$ cat config.mk
export PLATFORM = sky130hd
export DESIGN_NAME = ins_loader
export DESIGN_NICKNAME = d
export VERILOG_FILES = /design/src/rtl/ins_loader.sv
export SDC_FILE = /design/constraint.sdc
export NUM_CORES = 1
export LEC_CHECK = 0
export CORE_ASPECT_RATIO = 1.1
export CORE_MARGIN = 2
export CORE_UTILIZATION = 47
export CTS_BUF_LIST = sky130_fd_sc_hd__clkbuf_16
export CTS_CLUSTER_SIZE = 10
export DETAILED_ROUTE_END_ITERATION = 8
export PLACE_DENSITY = 0.78
export SETUP_SLACK_MARGIN = 0.05
export SLEW_MARGIN = 20
export SYNTH_ARGS = -nofsm -noshare
export SYNTH_HDL_FRONTEND = slang
export SYNTH_SLANG_ARGS = --single-unit
$ cat constraint.sdc
create_clock -name CLK -period 1.8 [get_ports CLK]
set_input_delay 0.54 -clock CLK [delete_from_list [all_inputs] [get_ports CLK]]
set_output_delay 0.54 -clock CLK [all_outputs]
set_load 0.02 [all_outputs]
$ cat src/rtl/ins_loader.sv
// Operator-side instruction-memory writer: builds 32-bit words from switch bytes on
// button edges and strobes each committed word into memory at an auto-incrementing address.
module ins_loader #(
  parameter int unsigned ADDR_W    = 8,
  parameter int unsigned MAX_WORDS = 256
) (
  input  logic              CLK,
  input  logic              RST,
  input  logic [7:0]        SW_BYTE,
  input  logic              LOAD,
  input  logic              COMMIT,
  input  logic              CLEAR,
  output logic [31:0]       W_Ins,
  output logic              WE,
  output logic [ADDR_W-1:0] W_Addr,
  output logic [2:0]        ByteCnt,
  output logic              FULL,
  output logic              ERR
);

  localparam logic [ADDR_W-1:0] LAST_ADDR = ADDR_W'(MAX_WORDS - 1);
  localparam logic [2:0]        WORD_BYTES = 3'd4;

  typedef enum logic [1:0] {
    S_COLLECT = 2'd0,
    S_READY   = 2'd1,
    S_WRITE   = 2'd2,
    S_FULL    = 2'd3
  } state_t;

  state_t            state_q, state_d;
  logic [31:0]       ins_q, ins_d;
  logic [ADDR_W-1:0] addr_q, addr_d;
  logic [2:0]        cnt_q, cnt_d;
  logic              full_q, full_d;
  logic              err_q, err_d;
  logic              we_q, we_d;

  // Button edge detection; events are registered together with the switch byte they capture.
  logic       load_prev_q, commit_prev_q, clear_prev_q;
  logic       load_ev_q, commit_ev_q, clear_ev_q;
  logic [7:0] sw_q;

  always_ff @(posedge CLK) begin
    load_prev_q   <= LOAD;
    commit_prev_q <= COMMIT;
    clear_prev_q  <= CLEAR;
    if (RST) begin
      load_ev_q   <= 1'b0;
      commit_ev_q <= 1'b0;
      clear_ev_q  <= 1'b0;
      sw_q        <= 8'd0;
    end else begin
      load_ev_q   <= LOAD & ~load_prev_q;
      commit_ev_q <= COMMIT & ~commit_prev_q;
      clear_ev_q  <= CLEAR & ~clear_prev_q;
      sw_q        <= SW_BYTE;
    end
  end

  always_ff @(posedge CLK) begin
    if (RST) begin
      state_q <= S_COLLECT;
      ins_q   <= 32'd0;
      addr_q  <= '0;
      cnt_q   <= 3'd0;
      full_q  <= 1'b0;
      err_q   <= 1'b0;
      we_q    <= 1'b0;
    end else begin
      state_q <= state_d;
      ins_q   <= ins_d;
      addr_q  <= addr_d;
      cnt_q   <= cnt_d;
      full_q  <= full_d;
      err_q   <= err_d;
      we_q    <= we_d;
    end
  end

  // Next-state logic; CLEAR overrides everything, COMMIT beats LOAD.
  always_comb begin
    state_d = state_q;
    ins_d   = ins_q;
    addr_d  = addr_q;
    cnt_d   = cnt_q;
    full_d  = full_q;
    err_d   = err_q;
    we_d    = 1'b0;
    if (clear_ev_q) begin
      state_d = S_COLLECT;
      ins_d   = 32'd0;
      addr_d  = '0;
      cnt_d   = 3'd0;
      full_d  = 1'b0;
      err_d   = 1'b0;
    end else begin
      unique case (state_q)
        S_COLLECT: begin
          if (commit_ev_q) begin
            err_d = 1'b1;
          end else if (load_ev_q) begin
            ins_d = {ins_q[23:0], sw_q};
            cnt_d = cnt_q + 3'd1;
            err_d = 1'b0;
            if (cnt_q == WORD_BYTES - 3'd1) state_d = S_READY;
          end
        end
        S_READY: begin
          if (commit_ev_q) begin
            state_d = S_WRITE;
            we_d    = 1'b1;
          end
        end
        S_WRITE: begin
          ins_d = 32'd0;
          cnt_d = 3'd0;
          if (addr_q == LAST_ADDR) begin
            full_d  = 1'b1;
            state_d = S_FULL;
          end else begin
            addr_d  = addr_q + ADDR_W'(1);
            state_d = S_COLLECT;
          end
        end
        S_FULL: begin
          state_d = S_FULL;
        end
        default: begin
          state_d = S_COLLECT;
        end
      endcase
    end
  end

  assign W_Ins   = ins_q;
  assign WE      = we_q;
  assign W_Addr  = addr_q;
  assign ByteCnt = cnt_q;
  assign FULL    = full_q;
  assign ERR     = err_q;

endmodule

==> metrics.txt, run 1 <==
clock-pin slew on the worst setup and hold paths about 50 ps; Net count, final between 200 and 300; largest vdd supply drop around 1.1 mV; Via Count ~1800; mean instance size in the synthesized netlist around 10 um2; CTS sink cnt between 60 and 70; min Tclk post-route about 1600 ps; Skew-Pair Late Insertion Delay between 300 and 400 ps; row cnt 26; crit path launch W_Addr[7]$_SDFFE_PP0P_; remaining antenna violation count 0; total of buffers placed on input and output ports 58; Cells after Synth 220; stages on the worst setup path 1; clock tree from TritonCTS yes; total power draw roughly 3.3 mW; reg2reg end W_Addr[0]$_SDFFE_PP0P_; category of the worst setup path capture point primary output; total detailed-routing wirelength 4559 um; Netlist Area Pre-Place 2197 um2; Post-Synth Simple-Gate Area 0.1896; Finished Core Util 0.6729; complex-gate fraction of the synthesized area 0.1600; minimum hold slack a little under 400 ps; drt drc 0; Cell Count, Final, Fillers Out ~340; slowest CP cell sky130_fd_sc_hd__dfxtp_1; Ports 59; number of global-route vias before repair ~1500; All-Layer GR Usage 0.1769; number of cells traversed by the worst register-to-register path 5; min-delay worst type flop to flop; FF+latch count, synth between 60 and 70; post-route standard cell area excluding fillers roughly 3100 um2; number of diodes 0; result of the run finished, final reports clean; detailed-route vias per instance 5.173; fraction of synthesized area in multiplexers 0.009112; final clock skew between 7 and 8 ps; sequential element share of the synthesized area 0.5649; first-pass GRT wire length between 7000 and 8000 um; Least-Margin Pin Slew ~440 ps; Die H roughly 76 um; initial DRC count 84; length of the first detailed-routing pass in iterations 4; area share of xor/xnor cells in the synthesized design 0.01595; starting density of the core 0.4790; htree depth 3; largest fanout on the critical path 6; end point of the critical path W_Addr[7]; number of instances in the placed design around 330; unrepaired setup endpoints after global routing false; portion of the clock cycle consumed by the worst path in the final layout 0.9043; worst slew margin relative to its limit 0.7051; largest net degree at the start of global routing 36; fraction of layout cells with a size suffix above 1 0.08772; Area growth syn-to-layout 40.49%; crit start category flop; die boundary width just under 70 um; Syn Nets roughly 240; total power divided by cell area 1083 nW/um2; wire length per cell about 13 um; post-DP HPWL about 3000 um; grt total ovfl 0; cell family with the largest share of critical-path delay flip-flops; final hold vios 0; max-capacitance violation count 0; FF-to-FF setup slack approximately 210 ps; number of antenna violations at the first check in global routing 0; kind of critical path flop to primary output; core area 4587 um2; Die Outline Area about 5200 um2; weighted congestion at the end of routability-driven global placement about 0.83; number of synthesis warnings 0; root buffer selected by CTS sky130_fd_sc_hd__clkbuf_16; cells traversed along the worst timing path dlygate4sd2_1; worst path required time ~1300 ps; largest family of logic cells by synthesized area simple AND/OR/NAND/NOR gates; Final Max Tran Viols 0; slowest stage delay, CP between 400 and 500 ps; Max Fclk around 610 MHz; signal arrival time at the worst endpoint approximately 1100 ps; dpl cell area between 2000 and 3000 um2; number of different library cells in the post-synthesis netlist 29; setup slack of the critical path after layout approximately 170 ps; final setup TNS 0 ps; Longest Clk Path Bufs 2; count of endpoints failing setup in the final report 0; clock buffer count from CTS 9; pre-CTS setup slack ~15 ps; reg2reg start W_Addr[0]$_SDFFE_PP0P_; commonest cells after routing, fill and taps aside 62 x sky130_fd_sc_hd__dfxtp_1, 49 x sky130_fd_sc_hd__nor2_1, 46 x sky130_fd_sc_hd__dlygate4sd2_1; Setup Buffers After CTS 0; leakage 1.359 nW; most common cell after layout, fill and taps aside sky130_fd_sc_hd__dfxtp_1; Adder-Cell Fraction of Synth Area 0.01708; total buffers and inverters traversed by the critical path 1
==> cell families (layout without fill, tap and decap cells) <==
kind of cell | after synthesis | after routing
AO/OA/AOI/OAI | 49 | 49
XOR/XNOR | 4 | 4
adder cells (fa/ha/maj) | 3 | 3
buffers and inverters | 16 | 81
flip-flops | 62 | 62
multiplexers | 2 | 2
AND/OR/NAND/NOR | 84 | 84
==> power breakdown <==
part	total [mW]	internal, mW	switching, mW	leakage (nW)
registers	1.41	1.40	0.0114	0.503
clock network	1.82	1.21	0.603	0.160
logic	0.120	0.0567	0.0635	0.696
total	3.34	2.67	0.678	1.36
==> Yosys cell counts, drive strengths merged <==
master	number	area share
o31ai	1	0.0034
nand3	2	0.0046
nand4	2	0.0057
or2	1	0.0028
a21oi	4	0.011
o21bai	1	0.0051
and2	1	0.0028
and4b	1	0.0046
a31oi	1	0.0028
nor2b	12	0.034
nor3b	4	0.014
o211ai	3	0.010
ha	3	0.017
buf	9	0.031
mux2i	2	0.0091
xor2	4	0.016
o21ai	5	0.011
nor2	49	0.084
clkbuf	5	0.0085
nand2	6	0.010
nor3	2	0.0046
dfxtp	62	0.56
and3b	3	0.012
nor4b	1	0.011
inv	2	0.0034
a22oi	34	0.12
==> area by class of cell <==
class                           count  area (um2)
Inverter                            2       7.507
Sequential cell                    62        1241
Multi-Input combinational cell    142       860.8
Tap cell                           56       70.07
Fill cell                         379        1500
Timing Repair Buffer               63       585.6
Clock buffer                        9       225.2
Clock inverter                      7       96.34
==> repair_timing <==
| action | CTS | global route |
|---|---|---|
| resized for setup | 46 | 0 |
| endpoints found under the hold margin | 0 | 0 |
| hold buffers | 0 | 0 |
| setup endpoints to repair | 46 | 0 |
==> registers in the layout, summed over array words and instances (netlist names), 2 cells and up <==
signal	cells
W_Addr	8
W_Ins	32
sw_q	8
state_q	2
ByteCnt	3
==> metal layers <==
layer	wire length (um)	track usage
met5	0	0
met4	47	0.09150
met3	172	0.04894
met2	2304	0.2799
met1	2035	0.2256
==> worst min-delay path by stage <==
stage,start,to,slack (ps),depth (start not counted)
finish,clear_prev_q$_DFF_P_,clear_ev_q$_SDFF_PP0_,390,1
global placement,clear_prev_q$_DFF_P_,clear_ev_q$_SDFF_PP0_,380,1
CTS,clear_prev_q$_DFF_P_,clear_ev_q$_SDFF_PP0_,390,1
floorplan,clear_prev_q$_DFF_P_,clear_ev_q$_SDFF_PP0_,370,1
global route,load_prev_q$_DFF_P_,load_ev_q$_SDFF_PP0_,390,1
detailed placement,clear_prev_q$_DFF_P_,clear_ev_q$_SDFF_PP0_,380,1
No activity file was read; power rests on OpenSTA's default activity.
==> inputs of run 2 (changes only) <==
- REMOVE_ABC_BUFFERS: unset -> 1
==> metrics.txt, run 2 (same netlist as run 1, synthesis figures left out) <==
result of the run finished, final reports clean; slowest CP cell sky130_fd_sc_hd__dfxtp_1; core area 4587 um2 (unchanged); die boundary width 69.19 um (unchanged); largest fanout on the critical path 5 (-1); Net count, final 295 (-0.34%); Finished Core Util 0.6697 (-0.003274); final setup TNS 0 ps (unchanged); Least-Margin Pin Slew 386.9 ps (-50.76 ps); htree depth 3 (unchanged); largest vdd supply drop 0.7691 mV (-27%); stages on the worst setup path 1 (unchanged); kind of critical path flop to primary output; root buffer selected by CTS sky130_fd_sc_hd__clkbuf_16; length of the first detailed-routing pass in iterations 4 (unchanged); wire length per cell 13.53 um (+1.2%); unrepaired setup endpoints after global routing false; min Tclk post-route 1630 ps (+2.719 ps); flip-flop count of the largest register, all copies and words added 32 (unchanged); category of the worst setup path capture point primary output; startpoint of the worst hold path clear_prev_q$_DFF_P_; number of cells traversed by the worst register-to-register path 5 (unchanged); detailed-route vias per instance 5.212 (+0.75%); most common cell after layout, fill and taps aside sky130_fd_sc_hd__dfxtp_1; Max Fclk 613.3 MHz (-0.17%); Die H 75.71 um (unchanged); switching portion of total power 0.2019 (-0.0007107); crit start category flop; slowest stage delay, CP 410 ps (about the same); starting density of the core 0.4790 (unchanged); CTS sink cnt 62 (unchanged); commonest cells after routing, fill and taps aside 62 x sky130_fd_sc_hd__dfxtp_1, 49 x sky130_fd_sc_hd__nor2_1, 46 x sky130_fd_sc_hd__dlygate4sd2_1; initial DRC count 165 (+96%); Die Outline Area 5238 um2 (unchanged); Via Count 1772 (+0.45%); drt drc 0 (unchanged); remaining antenna violation count 0 (unchanged); worst slew margin relative to its limit 0.7417 (+0.03657); All-Layer GR Usage 0.1786 (+0.001713); FF-to-FF setup slack 280 ps (+70 ps); Area growth syn-to-layout 39.81%; portion of the clock cycle consumed by the worst path in the final layout 0.9058 (+0.001511); count of endpoints failing setup in the final report 0 (unchanged); final clock skew 4.064 ps (-3.864 ps); final hold vios 0 (unchanged); setup slack of the critical path after layout 169.6 ps (-2.719 ps); number of global-route vias before repair 1508 (-1.1%); cells traversed along the worst timing path dlygate4sd2_1; min-delay worst type flop to flop; reg2reg end W_Addr[0]$_SDFFE_PP0P_; Skew-Pair Late Insertion Delay 330 ps (about the same); reported net switching power 670.8 uW (-1.0%); total power divided by cell area 1081 nW/um2 (-0.16%); relative contribution of the clock network to total power 0.540 (-0.003); internal power summed over all cells 2.651 mW (-0.56%); first-pass GRT wire length 7169 um (-1.0%); worst hold path depth 1 (unchanged); leakage 1.340 nW (-1.4%); clock buffer count from CTS 9 (unchanged); number of antenna violations at the first check in global routing 0 (unchanged); cell family with the largest share of critical-path delay flip-flops; Final Max Tran Viols 0 (unchanged); grt total ovfl 0 (unchanged); max-capacitance violation count 0 (unchanged); pre-CTS setup slack -46.53 ps (-61.70 ps); largest net degree at the start of global routing 37 (+2.8%); proportion of power drawn by flip-flops and latches 0.423 (+0.002); reg2reg start W_Addr[0]$_SDFFE_PP0P_; total detailed-routing wirelength 4599 um (+0.88%); total of buffers placed on input and output ports 58 (unchanged); weighted congestion at the end of routability-driven global placement 0.7275 (-12%); post-DP HPWL 2770 um (-8.1%); clock tree from TritonCTS yes; worst path required time 1260 ps (about the same); hold worst-path end clear_ev_q$_SDFF_PP0_; fraction of layout cells with a size suffix above 1 0.08099 (-0.006733); number of diodes 0 (unchanged); number of inserted filler cells in the final layout 376 (-0.79%); row cnt 26 (unchanged); Ports 59 (unchanged); Longest Clk Path Bufs 2 (unchanged); signal arrival time at the worst endpoint 1090 ps (about the same); total buffers and inverters traversed by the critical path 1 (unchanged); Comb pwr share 0.036 (about the same); clock-pin slew on the worst setup and hold paths 50 ps (about the same)
[run 2: area by class of cell]
type | count | area (um2) | share of cell area
Sequential cell | 62 | 1241 | 0.4041
Timing Repair Buffer | 62 | 578.1 | 0.1882
Multi-Input combinational cell | 142 | 860.8 | 0.2802
Clock inverter | 7 | 88.84 | 0.02892
Tap cell | 56 | 70.07 | 0.02281
Clock buffer | 9 | 225.2 | 0.07332
Inverter | 2 | 7.507 | 0.002444
[run 2: stage by stage]
stage	instance area [um2]	instances	hold slack, ps	total power [mW]
final	3072	340	385.1	3.321
after global routing	3072	340	391.2	3.424
after CTS	3072	340	386.8	3.344
after detailed placement	2815	324	377.5	1.560
after global placement	2815	324	376.2	1.557
after floorplan	2110	206	372.1	1.487
[run 2: worst max path at each step]
| stage | slack (ps) | endpoint | startpoint |
|---|---|---|---|
| 2_1_floorplan | -6 | ByteCnt[2]$_SDFFE_PP0P_ | state_q[1]$_SDFFE_PP0P_ |
| 3_3_place_gp | 5 | W_Ins[2]$_SDFFE_PP0P_ | RST |
| 3_5_place_dp | -50 | W_Ins[29]$_SDFFE_PP0P_ | RST |
| 4_1_cts | 160 | W_Addr[2] | W_Addr[2]$_SDFFE_PP0P_ |
| 5_1_grt | 110 | W_Addr[0]$_SDFFE_PP0P_ | W_Addr[0]$_SDFFE_PP0P_ |
| 6_report | 170 | W_Addr[2] | W_Addr[2]$_SDFFE_PP0P_ |
[run 2: worst register-to-register path: stages (launching register included)]
cell and delay [ps]:
sky130_fd_sc_hd__dfxtp_1 400, sky130_fd_sc_hd__ha_1 230, sky130_fd_sc_hd__nand3_1 180, sky130_fd_sc_hd__o21ai_0 360
sky130_fd_sc_hd__xor2_1 190, sky130_fd_sc_hd__nor2_1 50
[run 2: repair_timing]
| action | in CTS | in global routing |
|---|---|---|
| setup endpoints to repair | 46 | 0 |
| hold buffers | 0 | 0 |
| setup buffers | 0 | 0 |
| resized for setup | 46 | 0 |
[run 2: power groups by stage]
| stage | registers (mW) | clock network (mW) | logic (mW) |
|---|---|---|---|
| 2_1_floorplan | 1.44 | 0 | 0.0480 |
| 4_1_cts | 1.41 | 1.82 | 0.122 |
| 6_report | 1.41 | 1.79 | 0.121 |
| 5_1_grt | 1.41 | 1.88 | 0.133 |
| 3_3_place_gp | 1.43 | 0 | 0.123 |
| 3_5_place_dp | 1.43 | 0 | 0.125 |
[run 2: per-layer routing]
metal,track usage,part of all wire
met1,0.2187,0.44
met5,0,0
met3,0.06481,0.046
met4,0.09804,0.019
met2,0.2788,0.50
